$ cat config.mk
export PLATFORM = sky130hd
export DESIGN_NAME = muldiv_unit
export DESIGN_NICKNAME = d
export VERILOG_FILES = /design/src/rtl/muldiv_unit.sv
export SDC_FILE = /design/constraint.sdc
export NUM_CORES = 1
export LEC_CHECK = 0
export CAP_MARGIN = 20
export CORE_MARGIN = 8
export CORE_UTILIZATION = 35
export CTS_CLUSTER_SIZE = 14
export DETAILED_ROUTE_END_ITERATION = 6
export GPL_TIMING_DRIVEN = 0
export HOLD_SLACK_MARGIN = 0.05
export MAX_ROUTING_LAYER = met4
export PLACE_DENSITY = 0.64
export SYNTH_ARGS = -nofsm -noshare
export SYNTH_HDL_FRONTEND = slang
export SYNTH_SLANG_ARGS = --single-unit
$ cat constraint.sdc
create_clock -name clk -period 6.35 [get_ports clk]
set_input_delay 0.9525 -clock clk [delete_from_list [all_inputs] [get_ports clk]]
set_output_delay 0.9525 -clock clk [all_outputs]
set_load 0.01 [all_outputs]
$ cat src/rtl/muldiv_unit.sv
// muldiv_unit: iterative radix-2 multiply/divide unit for the M-extension ops.
// One result bit per cycle. Divide-by-zero and signed overflow finish straight after the accept edge.
module muldiv_unit #(
  parameter int XLEN = 32
) (
  input  logic            clk,
  input  logic            rst,
  input  logic            flush,
  input  logic            in_valid,
  output logic            in_ready,
  input  logic [2:0]      funct3,
  input  logic [XLEN-1:0] op_a,
  input  logic [XLEN-1:0] op_b,
  output logic            out_valid,
  input  logic            out_ready,
  output logic [XLEN-1:0] out
);
  typedef enum logic [1:0] {IDLE, CALC, DONE} state_t;
  localparam int CW = $clog2(XLEN + 1);
  state_t state;
  logic [2:0] fn;
  logic neg;
  logic [CW-1:0] cnt;
  logic [XLEN-1:0] b;
  logic [2*XLEN-1:0] acc;
  logic is_div, sgn_a, sgn_b, sa, sb, div0, ovf;
  logic [XLEN-1:0] mag_a, mag_b, special, quo, rm, quo_s, rm_s, res;
  logic [XLEN:0] msum, shifted, diff;
  logic [2*XLEN-1:0] mul_next, div_next, nxt, full;
  assign in_ready = state == IDLE;
  assign out_valid = state == DONE;
  assign is_div = funct3[2];
  assign sgn_a = is_div ? !funct3[0] : (funct3[1:0] == 2'b01 || funct3[1:0] == 2'b10);
  assign sgn_b = is_div ? !funct3[0] : funct3[1:0] == 2'b01;
  assign sa = sgn_a & op_a[XLEN-1];
  assign sb = sgn_b & op_b[XLEN-1];
  assign mag_a = sa ? -op_a : op_a;
  assign mag_b = sb ? -op_b : op_b;
  assign div0 = is_div && op_b == '0;
  assign ovf = is_div && !funct3[0] && op_a == {1'b1, {(XLEN-1){1'b0}}} && &op_b;
  assign special = div0 ? (funct3[1] ? op_a : '1) : (funct3[1] ? '0 : op_a);
  // acc holds {high product, multiplier} for multiply and {remainder, dividend/quotient} for divide
  assign msum = {1'b0, acc[2*XLEN-1:XLEN]} + (acc[0] ? {1'b0, b} : '0);
  assign mul_next = {msum, acc[XLEN-1:1]};
  assign shifted = acc[2*XLEN-1:XLEN-1];
  assign diff = shifted - {1'b0, b};
  assign div_next = diff[XLEN] ? {shifted[XLEN-1:0], acc[XLEN-2:0], 1'b0}
                               : {diff[XLEN-1:0], acc[XLEN-2:0], 1'b1};
  assign nxt = fn[2] ? div_next : mul_next;
  assign full = neg ? -nxt : nxt;
  assign quo = nxt[XLEN-1:0];
  assign rm = nxt[2*XLEN-1:XLEN];
  assign quo_s = neg ? -quo : quo;
  assign rm_s = neg ? -rm : rm;
  assign res = fn[2] ? (fn[1] ? rm_s : quo_s)
                     : (fn == 3'b000 ? full[XLEN-1:0] : full[2*XLEN-1:XLEN]);
  always_ff @(posedge clk or posedge rst) begin
    if (rst) begin
      state <= IDLE;
      fn <= '0;
      neg <= 1'b0;
      cnt <= '0;
      b <= '0;
      acc <= '0;
      out <= '0;
    end else if (flush) begin
      state <= IDLE;
    end else begin
      case (state)
        IDLE: if (in_valid) begin
          fn <= funct3;
          neg <= (is_div && funct3[1]) ? sa : sa ^ sb;
          b <= is_div ? mag_b : mag_a;
          acc <= {{XLEN{1'b0}}, is_div ? mag_a : mag_b};
          cnt <= CW'(XLEN);
          if (div0 || ovf) begin
            out <= special;
            state <= DONE;
          end else begin
            state <= CALC;
          end
        end
        CALC: begin
          acc <= nxt;
          cnt <= cnt - 1'b1;
          if (cnt == CW'(1)) begin
            out <= res;
            state <= DONE;
          end
        end
        DONE: if (out_ready) state <= IDLE;
        default: state <= IDLE;
      endcase
    end
  end
endmodule
Word level (Yosys, flattened, before mapping)
Cells that the tools add are included.
Widths: inputs -> output; s select.
{"block": "word_totals", "inputBits": 72, "reg_bits": 140, "elab_cells": 81}
{"block": "classes", "bitwise_logic": 4, "mux": 33, "n_reduce_logical": 17, "n_eq_ne": 12, "addsub": 8}
{"operator": "$mux 32", "n": 16}
{"operator": "$mux 64", "n": 4}
{"operator": "$neg 32->32", "n": 4}
{"operator": "$pmux 64 s2", "n": 1}
{"operator": "$neg 64->64", "n": 1}
{"operator": "$pmux 32 s2", "n": 1}
{"operator": "$add 32x32->33", "n": 1}
{"operator": "$sub 33x32->33", "n": 1}
{"operator": "$eq 32x32->1 const B", "n": 1}
{"operator": "$logic_not 32->1", "n": 1}
{"operator": "$reduce_and 32->1", "n": 1}
{"operator": "$pmux 6 s2", "n": 1}
{"operator": "$mux 2", "n": 5}
{"operator": "$reduce_and 3->1", "n": 3}
{"operator": "$eq 6x1->1 const B", "n": 1}
{"operator": "$mux 6", "n": 1}
{"operator": "$ne 3x3->1 const B", "n": 2}
{"operator": "$pmux 2 s3", "n": 1}
{"operator": "$sub 6x1->6 const B", "n": 1}
{"operator": "$logic_and 1x1->1", "n": 5}
{"operator": "$reduce_and 5->1", "n": 1}
{"operator": "$eq 2x1->1 const B", "n": 2}
{"operator": "$eq 2x2->1 const B", "n": 2}
{"operator": "$ne 2x2->1 const B", "n": 2}
{"operator": "11 further kinds", "n": 15}

Longest topological paths before layout
Gate-level depths: netlist of the first run.
{"block": "depth", "word_depth": 9, "depth_mapped": 26}

Worst setup path before layout of the first run
No wires, ideal clock.
{"block": "synth_timing", "path_kind": "register to register", "from": "reg b[0]", "to": "reg out[4]", "n_path_buf": 3, "arrival_time_ns": 5.240, "path_stages_with_launch": 23, "t_required_ns": 6.208, "setup_slack_ns": 0.968, "setup_time_ns": 0.142, "cell_sequence": "dfrtp_1 ha_1 fa_1 nor2b_1 o2111ai_1 a211oi_1 o21a_1 buf_6 a22oi_2 clkbuf_1 a31oi_1 ha_1 o21a_1 nand4_1 or2_2 clkbuf_1 or2_0 nor3_2 a32o_1 a21oi_1 mux4_2 o21ai_0 a31oi_1"}
{"block": "synth_via", "elab_chain_cells": 9}
{"element": "start: declaration", "line_no": "24", "source": "logic [XLEN-1:0] b;"}
{"element": "start signal: assignment", "line_no": "73", "source": "b <= is_div ? mag_b : mag_a;"}
{"element": "$sub 33x32->33 / $mux 32 (equally long branches)", "line_no": "46, 43"}
{"element": "$mux 64 / $add 32x32->33 (equally long branches)", "line_no": "47, 43"}
{"element": "$mux 64 *", "line_no": "49", "source": "assign nxt = fn[2] ? div_next : mul_next;"}
{"element": "$neg 64->64 (tied with other cells)", "line_no": "50", "source": "assign full = neg ? -nxt : nxt;"}
{"element": "$mux 64 (tied with other cells)", "line_no": "50"}
{"element": "$mux 32 (on tied branches)", "line_no": "56, 55"}
{"element": "$mux 32 *", "line_no": "55", "source": "assign res = fn[2] ? (fn[1] ? rm_s : quo_s)"}
{"element": "$mux 32 *", "line_no": "86", "source": "if (cnt == CW'(1)) begin"}
{"element": "$pmux 32 s2 *", "line_no": "69", "source": "case (state)"}
{"element": "end signal: assignment", "line_no": "77", "source": "out <= special;"}
{"element": "end signal: assignment", "line_no": "87", "source": "out <= res;"}
{"element": "end: declaration", "line_no": "16", "source": "output logic [XLEN-1:0] out"}
Mark *: on every way between the ends. The rest lies on a longest branch, timed or not. The select of a mux whose other input is x is not followed.
A chain may end at the register's enable or synchronous reset.

Final worst setup path of the first run
{"block": "layout_timing", "from": "reg acc[31]", "to": "reg out[0]"}
{"block": "layout_via", "elab_chain_cells": 9}
{"element": "start: declaration", "line_no": "25", "source": "logic [2*XLEN-1:0] acc;"}
{"element": "start signal: assignment", "line_no": "74", "source": "acc <= {{XLEN{1'b0}}, is_div ? mag_a : mag_b};"}
{"element": "start signal: assignment", "line_no": "84", "source": "acc <= nxt;"}
{"element": "$sub 33x32->33", "line_no": "46", "source": "assign diff = shifted - {1'b0, b};"}
{"element": "$mux 64", "line_no": "47", "source": "assign div_next = diff[XLEN] ? {shifted[XLEN-1:0], acc[XLEN-2:0], 1'b0}"}
{"element": "$mux 64 *", "line_no": "49"}
{"element": "$neg 64->64 (tied with other cells)", "line_no": "50"}
{"element": "$mux 64 (tied with other cells)", "line_no": "50"}
{"element": "$mux 32 (on tied branches)", "line_no": "56, 55"}
{"element": "$mux 32 *", "line_no": "55"}
{"element": "$mux 32 *", "line_no": "86"}
{"element": "$pmux 32 s2 *", "line_no": "69"}
Marks and branches as above.

==> results of run 1 <==
sequential cells by signal, summed over array words and instances (netlist names):
register / cells
acc: 64
fn: 3
neg: 1
cnt: 6
b: 32
out: 32
state: 2
path summary, 6_finish.rpt:
check,startpoint,endpoint,slack (ns),depth (start not counted)
max reg2reg,acc[31],out[0],0.16,26
min reg2reg,out[2],out[2],0.49,2
min,out[2],out[2],0.49,2
min in group asynchronous,rst,b[8],1.02,2
max,acc[31],out[0],0.16,26
max in group asynchronous,rst,b[20],4.51,3
logic make-up (layout without fill, tap and decap cells):
logic type	count (synthesis)	count (layout)	synth area share (%)
simple gates	793	793	22.9
compound gates	783	783	30.6
buf+inv	219	366	5.21
xor+xnor	175	175	9.33
flops	140	140	21.3
fa+ha+maj	97	97	7.13
mux	55	55	3.47
other cells	0	1	0
stage by stage:
| step | hold WS [ns] | area (µm²) | setup TNS, ns |
|---|---|---|---|
| finish | 0.486 | 19100 | 0 |
| global route | 0.527 | 19100 | -0.0181 |
| CTS | 0.486 | 19000 | 0 |
| detailed placement | 0.471 | 18300 | -18.96 |
| global placement | 0.472 | 18200 | -93.13 |
| floorplan | 0.463 | 16400 | 0 |
routing by layer:
metal  vias to the layer above  wire (µm)  track usage (%)
li1                       8595          -                -
met1                      9342      35700             40.6
met2                      1029      39000             49.2
met3                       220       7110             4.87
met4                         0       4450             14.0
met5                         -          0                -
cells in the final DEF (no fill, tap or decap), types with 23 or more instances in the layout:
cell | netlist | final
a31oi_1 | 33 | 32
o221ai_1 | 30 | 30
o211ai_1 | 36 | 36
clkdlybuf4s50_1 | 0 | 105
nand2_1 | 262 | 262
and2_1 | 51 | 51
a22o_1 | 25 | 25
a21o_1 | 27 | 27
nand4_1 | 34 | 34
dfrtp_1 | 140 | 135
o21ai_0 | 210 | 205
ha_1 | 72 | 70
mux2i_1 | 48 | 48
buf_1 | 25 | 23
nor4_1 | 26 | 24
nor2_1 | 213 | 213
xor2_1 | 67 | 67
o31ai_1 | 29 | 28
nand3_1 | 32 | 32
a21oi_1 | 206 | 201
nor3_1 | 56 | 55
maj3_1 | 23 | 23
clkbuf_1 | 101 | 96
xnor2_1 | 108 | 108
inv_1 | 71 | 70
power by group through the flow:
stage          sequential [µW]  combinational, µW  clock, µW
2_1_floorplan             1610               5860          0
3_3_place_gp              1800               9080          0
3_5_place_dp              1810               9140          0
4_1_cts                   1790               9290       1070
5_1_grt                   1860              10300       1100
6_report                  1830               9780       1070
area by class of cell:
type                       instances  area (µm²)
antenna                            1        2.50
fill                            4874       27300
multi-input combinational       1903       12200
tap                              607         759
clock buffer                      17         425
clock inverter                    15         173
buffer                           144         594
timing repair buffer             117        1150
inverter                          73         279
sequential                       140        3510
timing repair:
item                                    CTS  global route
endpoints found under the hold margin     0             0
endpoints found under the setup margin   16            18
hold buffers                              0             0
pin swaps                                 2             4
gates resized for setup                  19            37
buffers inserted                          4             4
worst max-delay path, cell delays in order, from the launching register on:
cell and delay, ns:
dfrtp_1 0.38, inv_1 0.17, ha_1 0.24, fa_1 0.24, nor2b_2 0.07, o2111ai_2 0.32, a211oi_2 0.16, o21a_1 0.23
buf_6 0.15, a311o_1 0.30, buf_2 0.20, buf_2 0.25, a31oi_4 0.27, ha_2 0.26, o21a_1 0.21, nand4_1 0.22
or2_2 0.36, clkbuf_1 0.20, or2_4 0.35, or3_4 0.43, nand2_1 0.10, xor2_1 0.16, a211oi_1 0.11, a21oi_2 0.32
nor2_1 0.08, a21oi_1 0.17, o21ai_0 0.09
==> flow_metrics.py, run 1 <==
metrics = {
    "run_status": {
        "status": "completed",
    },
    "global_route": {
        "grt_usage_pct": 31.7,
        "first_global_vias": 18200,
        "antenna_found_initial": 2,
        "grt_pass1_wl_um": 124000,
        "grt_overflow": 0,
        "grt_max_degree": 89,
    },
    "routing": {
        "final_antenna_net_count": 0,
        "route.detailed.drc": 0,
        "first_iter_violations": 2455,
        "vias": 19200,
        "first_pass_iters": 7,
        "wl_um": 86200,
        "via_per_inst": 6.36,
        "wl_per_cell_um": 28.6,
    },
    "timing": {
        "fmax_ghz": 0.162,
        "final-hold-violation-count": 0,
        "finalSetupViolCount": 0,
        "period_share_pct": 97.5,
        "skew_ns": 0.0182,
        "tightest_slew_ns": 1.31,
        "rsz0062_at_grt": "yes",
        "slew_violations": 0,
        "worst_slack_ns": 0.158,
        "max-slew-margin-rel_pct": 12.4,
        "period_needed_ns": 6.19,
    },
    "yosys": {
        "synth_cells": 2262,
        "synthDistinctLibCells": 94,
        "synth_top_area_share_pct": 21.3,
        "synth_seq_cells": 140,
        "synth_async_sr_flop_share_pct": 100,
        "synth.top_cells.by_count": "262 x nand2_1, 213 x nor2_1, 210 x o21ai_0, 206 x a21oi_1, 140 x dfrtp_1",
        "synthesis.area_um2": 16400,
        "synth_top_area_cell": "dfrtp_1",
        "synth_area_per_cell_um2": 7.26,
        "yosys-top-cells-area": "dfrtp_1 21%, o21ai_0 6.4%, a21oi_1 6.3%, nand2_1 6.0%, xnor2_1 5.8%",
        "yosysWarnings": 0,
        "ys_seq_area_share_pct": 21.3,
        "synth_edf_count": 0,
        "synth_nets": 2408,
        "synth_most_common_cell": "nand2_1",
        "ys.flop_type": "dfrtp_1",
    },
    "floorplanning": {
        "ios": 106,
        "std_cell_rows": 79,
        "core_um2": 46500,
        "die_area_um2": 54100,
        "die_w_um": 233,
        "dieHeight_um": 233,
        "initial_core_util_pct": 35.4,
    },
    "worst_setup_path": {
        "startpoint_type": "flop",
        "timing_worst_setup_path_type": "reg -> reg",
        "end_kind": "flop",
        "cp_max_fo": 10,
        "arrival_ns": 6.51,
        "worstPathRequired_ns": 6.67,
    },
    "power_and_ir_drop": {
        "leakagePower_uw": 0.00741,
        "power_density_nw_per_um2": 662,
        "power_uw": 12700,
        "p_switching_uw": 7720,
        "p_seq_share_pct": 14.4,
        "p_int_uw": 4950,
        "p_sw_share_pct": 60.9,
        "ir_drop_mv": 0.344,
        "p_comb_share_pct": 77.1,
        "clkPwrFrac_pct": 8.4,
    },
    "clock_tree": {
        "cts_root_buf": "clkbuf_16",
        "cts_buffers": 17,
        "cts_tree": "built",
        "clk_pin_slew_ns": 0.07,
        "clock_sinks": 140,
        "worst_skew_pair.late_latency_ns": 0.46,
        "clk_path_buf_depth": 2,
        "htree_levels": 4,
    },
    "placed_design": {
        "preCtsSetupSlack_ns": -1.60,
        "io_buffers": 105,
        "dp_hpwl_um": 70200,
        "post-place-cells": 2977,
        "routabilityCongestion": 1.05,
    },
    "layout": {
        "final-instance-count-excl-fill": 3017,
        "syn2layout_area_growth_pct": 16.5,
        "drive_gt1_share_pct": 5.73,
        "fin_util_pct": 41.2,
        "nets": 2542,
    },
    "worst_hold_path": {
        "hp-class": "reg -> reg",
    },
    "run": {
        "maxCapViolCount": 0,
    },
}
Power figures use the tool's default switching activity.
==> run 2, diff against run 1 <==
ABC_AREA = 0   (was not set)
PLACE_DENSITY = 0.66   (was 0.64)
clock period = 5.45 ns   (was 6.35 ns; I/O delays follow)
==> run 2 against run 1 <==
The flow now finishes with violations (DRC, setup timing). Wire length down 1.3%. Non-clock buffer count up 23. First-iteration DRC count down 5.5%. Clock-buffer cell count unchanged. Sequential power up 17%. Power up 22%. Core utilization up 1.5 points. Critical path type unchanged. Critical endpoint is now out[5].
==> flow_metrics.py, run 2 (synthesized netlist as in run 1, its figures left out) <==
metrics = {
    "routing": {
        "wl_um": 85100,
        "first_iter_violations": 2321,
        "first_pass_iters": 7,
        "route.detailed.drc": 5,
        "vias": 19500,
        "via_per_inst": 6.42,
        "final_antenna_net_count": 0,
        "wl_per_cell_um": 28.0,
    },
    "power_and_ir_drop": {
        "ir_drop_mv": 0.335,
        "clkPwrFrac_pct": 8.2,
        "p_comb_share_pct": 78.0,
        "leakagePower_uw": 0.00764,
        "p_switching_uw": 9210,
        "p_int_uw": 6250,
        "power_density_nw_per_um2": 778,
        "p_seq_share_pct": 13.9,
        "p_sw_share_pct": 59.6,
    },
    "placed_design": {
        "place_area_um2": 18300,
        "dp_hpwl_um": 68300,
        "post-place-cells": 2977,
        "routabilityCongestion": 1.04,
        "io_buffers": 105,
    },
    "clock_tree": {
        "worst_skew_pair.late_latency_ns": 0.47,
        "clk_path_buf_depth": 2,
        "clock_sinks": 140,
        "ctsHoldBuffers": 0,
        "cts_tree": "built",
        "clk_pin_slew_ns": 0.07,
        "htree_levels": 4,
        "cts_root_buf": "clkbuf_16",
        "cts_buffers": 17,
    },
    "worst_setup_path": {
        "worstPathRequired_ns": 5.77,
        "timing_worst_setup_path_type": "reg -> reg",
        "cp_max_fo": 19,
        "crit_slowest_cell": "clkbuf_1",
        "critPathBufInv": 10,
        "slowest_delay_ns": 0.59,
        "path_cells": "buf_2, buf_2, buf_2, buf_4, clkbuf_2, buf_2, buf_2, buf_2, clkbuf_2, clkbuf_1, nor2_1, o21ai_0, a21oi_1",
        "end_kind": "flop",
        "cp_common_cell": "buf_2",
        "startpoint_type": "flop",
        "arrival_ns": 5.80,
        "critPathTopFamily": "buffers and inverters",
    },
    "global_route": {
        "grt_max_degree": 77,
        "grt_overflow": 0,
        "grt_usage_pct": 31.0,
        "grt_pass1_wl_um": 122000,
        "antenna_found_initial": 5,
        "first_global_vias": 18400,
    },
    "layout": {
        "nets": 2565,
        "mostFrequentLayoutCells": "259 x nand2_1, 212 x nor2_1, 199 x o21ai_0, 197 x a21oi_1, 127 x dfrtp_1",
        "final_common_cell": "nand2_1",
        "syn2layout_area_growth_pct": 20.9,
        "fill_cells": 4848,
        "drive_gt1_share_pct": 10.0,
        "regArea_um2": 3520,
        "postLayoutCellArea_um2": 19900,
        "regMostFlops": "acc",
        "fin_util_pct": 42.7,
        "largestRegisters": "acc x64, b x32, out x32",
        "final-instance-count-excl-fill": 3041,
        "multi_input_area_um2": 12700,
        "largest_reg_flops": 64,
    },
    "timing": {
        "tightest_slew_ns": 1.07,
        "worst_slack_ns": -0.0332,
        "max-slew-margin-rel_pct": 28.0,
        "period_needed_ns": 5.48,
        "fmax_ghz": 0.182,
        "skew_ns": 0.0151,
        "final-hold-violation-count": 0,
        "slew_violations": 0,
        "period_share_pct": 101,
        "finalSetupTns_ns": -0.0332,
        "fin_hold_ws_ns": 0.486,
        "finalSetupViolCount": 1,
    },
    "run_status": {
        "violations": "DRC, setup timing",
        "status": "finished with violations",
    },
    "run": {
        "maxCapViolCount": 0,
    },
    "floorplanning": {
        "std_cell_rows": 79,
        "initial_core_util_pct": 35.4,
        "die_w_um": 233,
        "core_um2": 46500,
        "dieHeight_um": 233,
        "ios": 106,
        "die_area_um2": 54100,
    },
    "worst_hold_path": {
        "hp-class": "reg -> reg",
    },
}
-- run 2: cell count changes in the layout (fill, tap and decap cells not counted), moves of 8 or more --
cell / change
ha_4: +8
dfrtp_2: +8
dfrtp_1: -8
ha_1: -13
buf_4: +32
clkbuf_1: -10
o21ai_2: +8
-- run 2: tightest hold or removal path, cell delays in order, from the launching register on --
cell	delay [ns]
dfrtp_1	0.35
nand2_1	0.05
o21ai_0	0.06
-- run 2: worst paths after layout --
path                            cells after the start  slack (ns)  startpoint      end
worst max-delay path                               13       -0.03       fn[2]   out[5]
worst min-delay path                                2        0.49      out[0]   out[0]
worst max register to register                     13       -0.03       fn[2]   out[5]
worst min register to register                      2        0.49      out[0]   out[0]
max in group asynchronous                           3        3.77         rst  out[30]
min in group asynchronous                           2        0.80         rst    b[12]
-- run 2: power by group through the flow --
stage	Combinational, µW	Clock, µW	Sequential, µW
3_3_place_gp	10400	0	2090
4_1_cts	11000	1260	2080
2_1_floorplan	6830	0	1870
6_report	12000	1260	2140
3_5_place_dp	10500	0	2100
5_1_grt	12600	1310	2170
-- run 2: what timing repair did --
item / CTS / global route
hold endpoints to repair: 0 / 0
setup buffers: 14 / 26
resized for setup: 85 / 83
gates cloned: 0 / 0
endpoints found under the setup margin: 34 / 31
pin swaps: 15 / 33
-- run 2: metal layers --
layer	global-route usage, %	part of all wire (%)
met1	37.8	39
met2	47.4	44
met3	6.89	10
met4	17.0	6.7
met5	-	0
-- run 2: through the flow --
step	setup WS, ns	total power, µW
finish	-0.0332	15500
global route	-0.0526	16100
CTS	0.00600	14300
detailed placement	-2.30	12600
global placement	-2.28	12500
floorplan	0.0679	8700
-- run 2: layout make-up --
cell class	count	share of cell area, %
Antenna cell	2	0.0252
Buffer	135	3.00
Clock buffer	17	2.14
Clock inverter	15	0.964
Inverter	73	1.40
Multi-Input combinational cell	1903	63.8
Sequential cell	140	17.7
Tap cell	607	3.82
Timing Repair Buffer	149	7.15
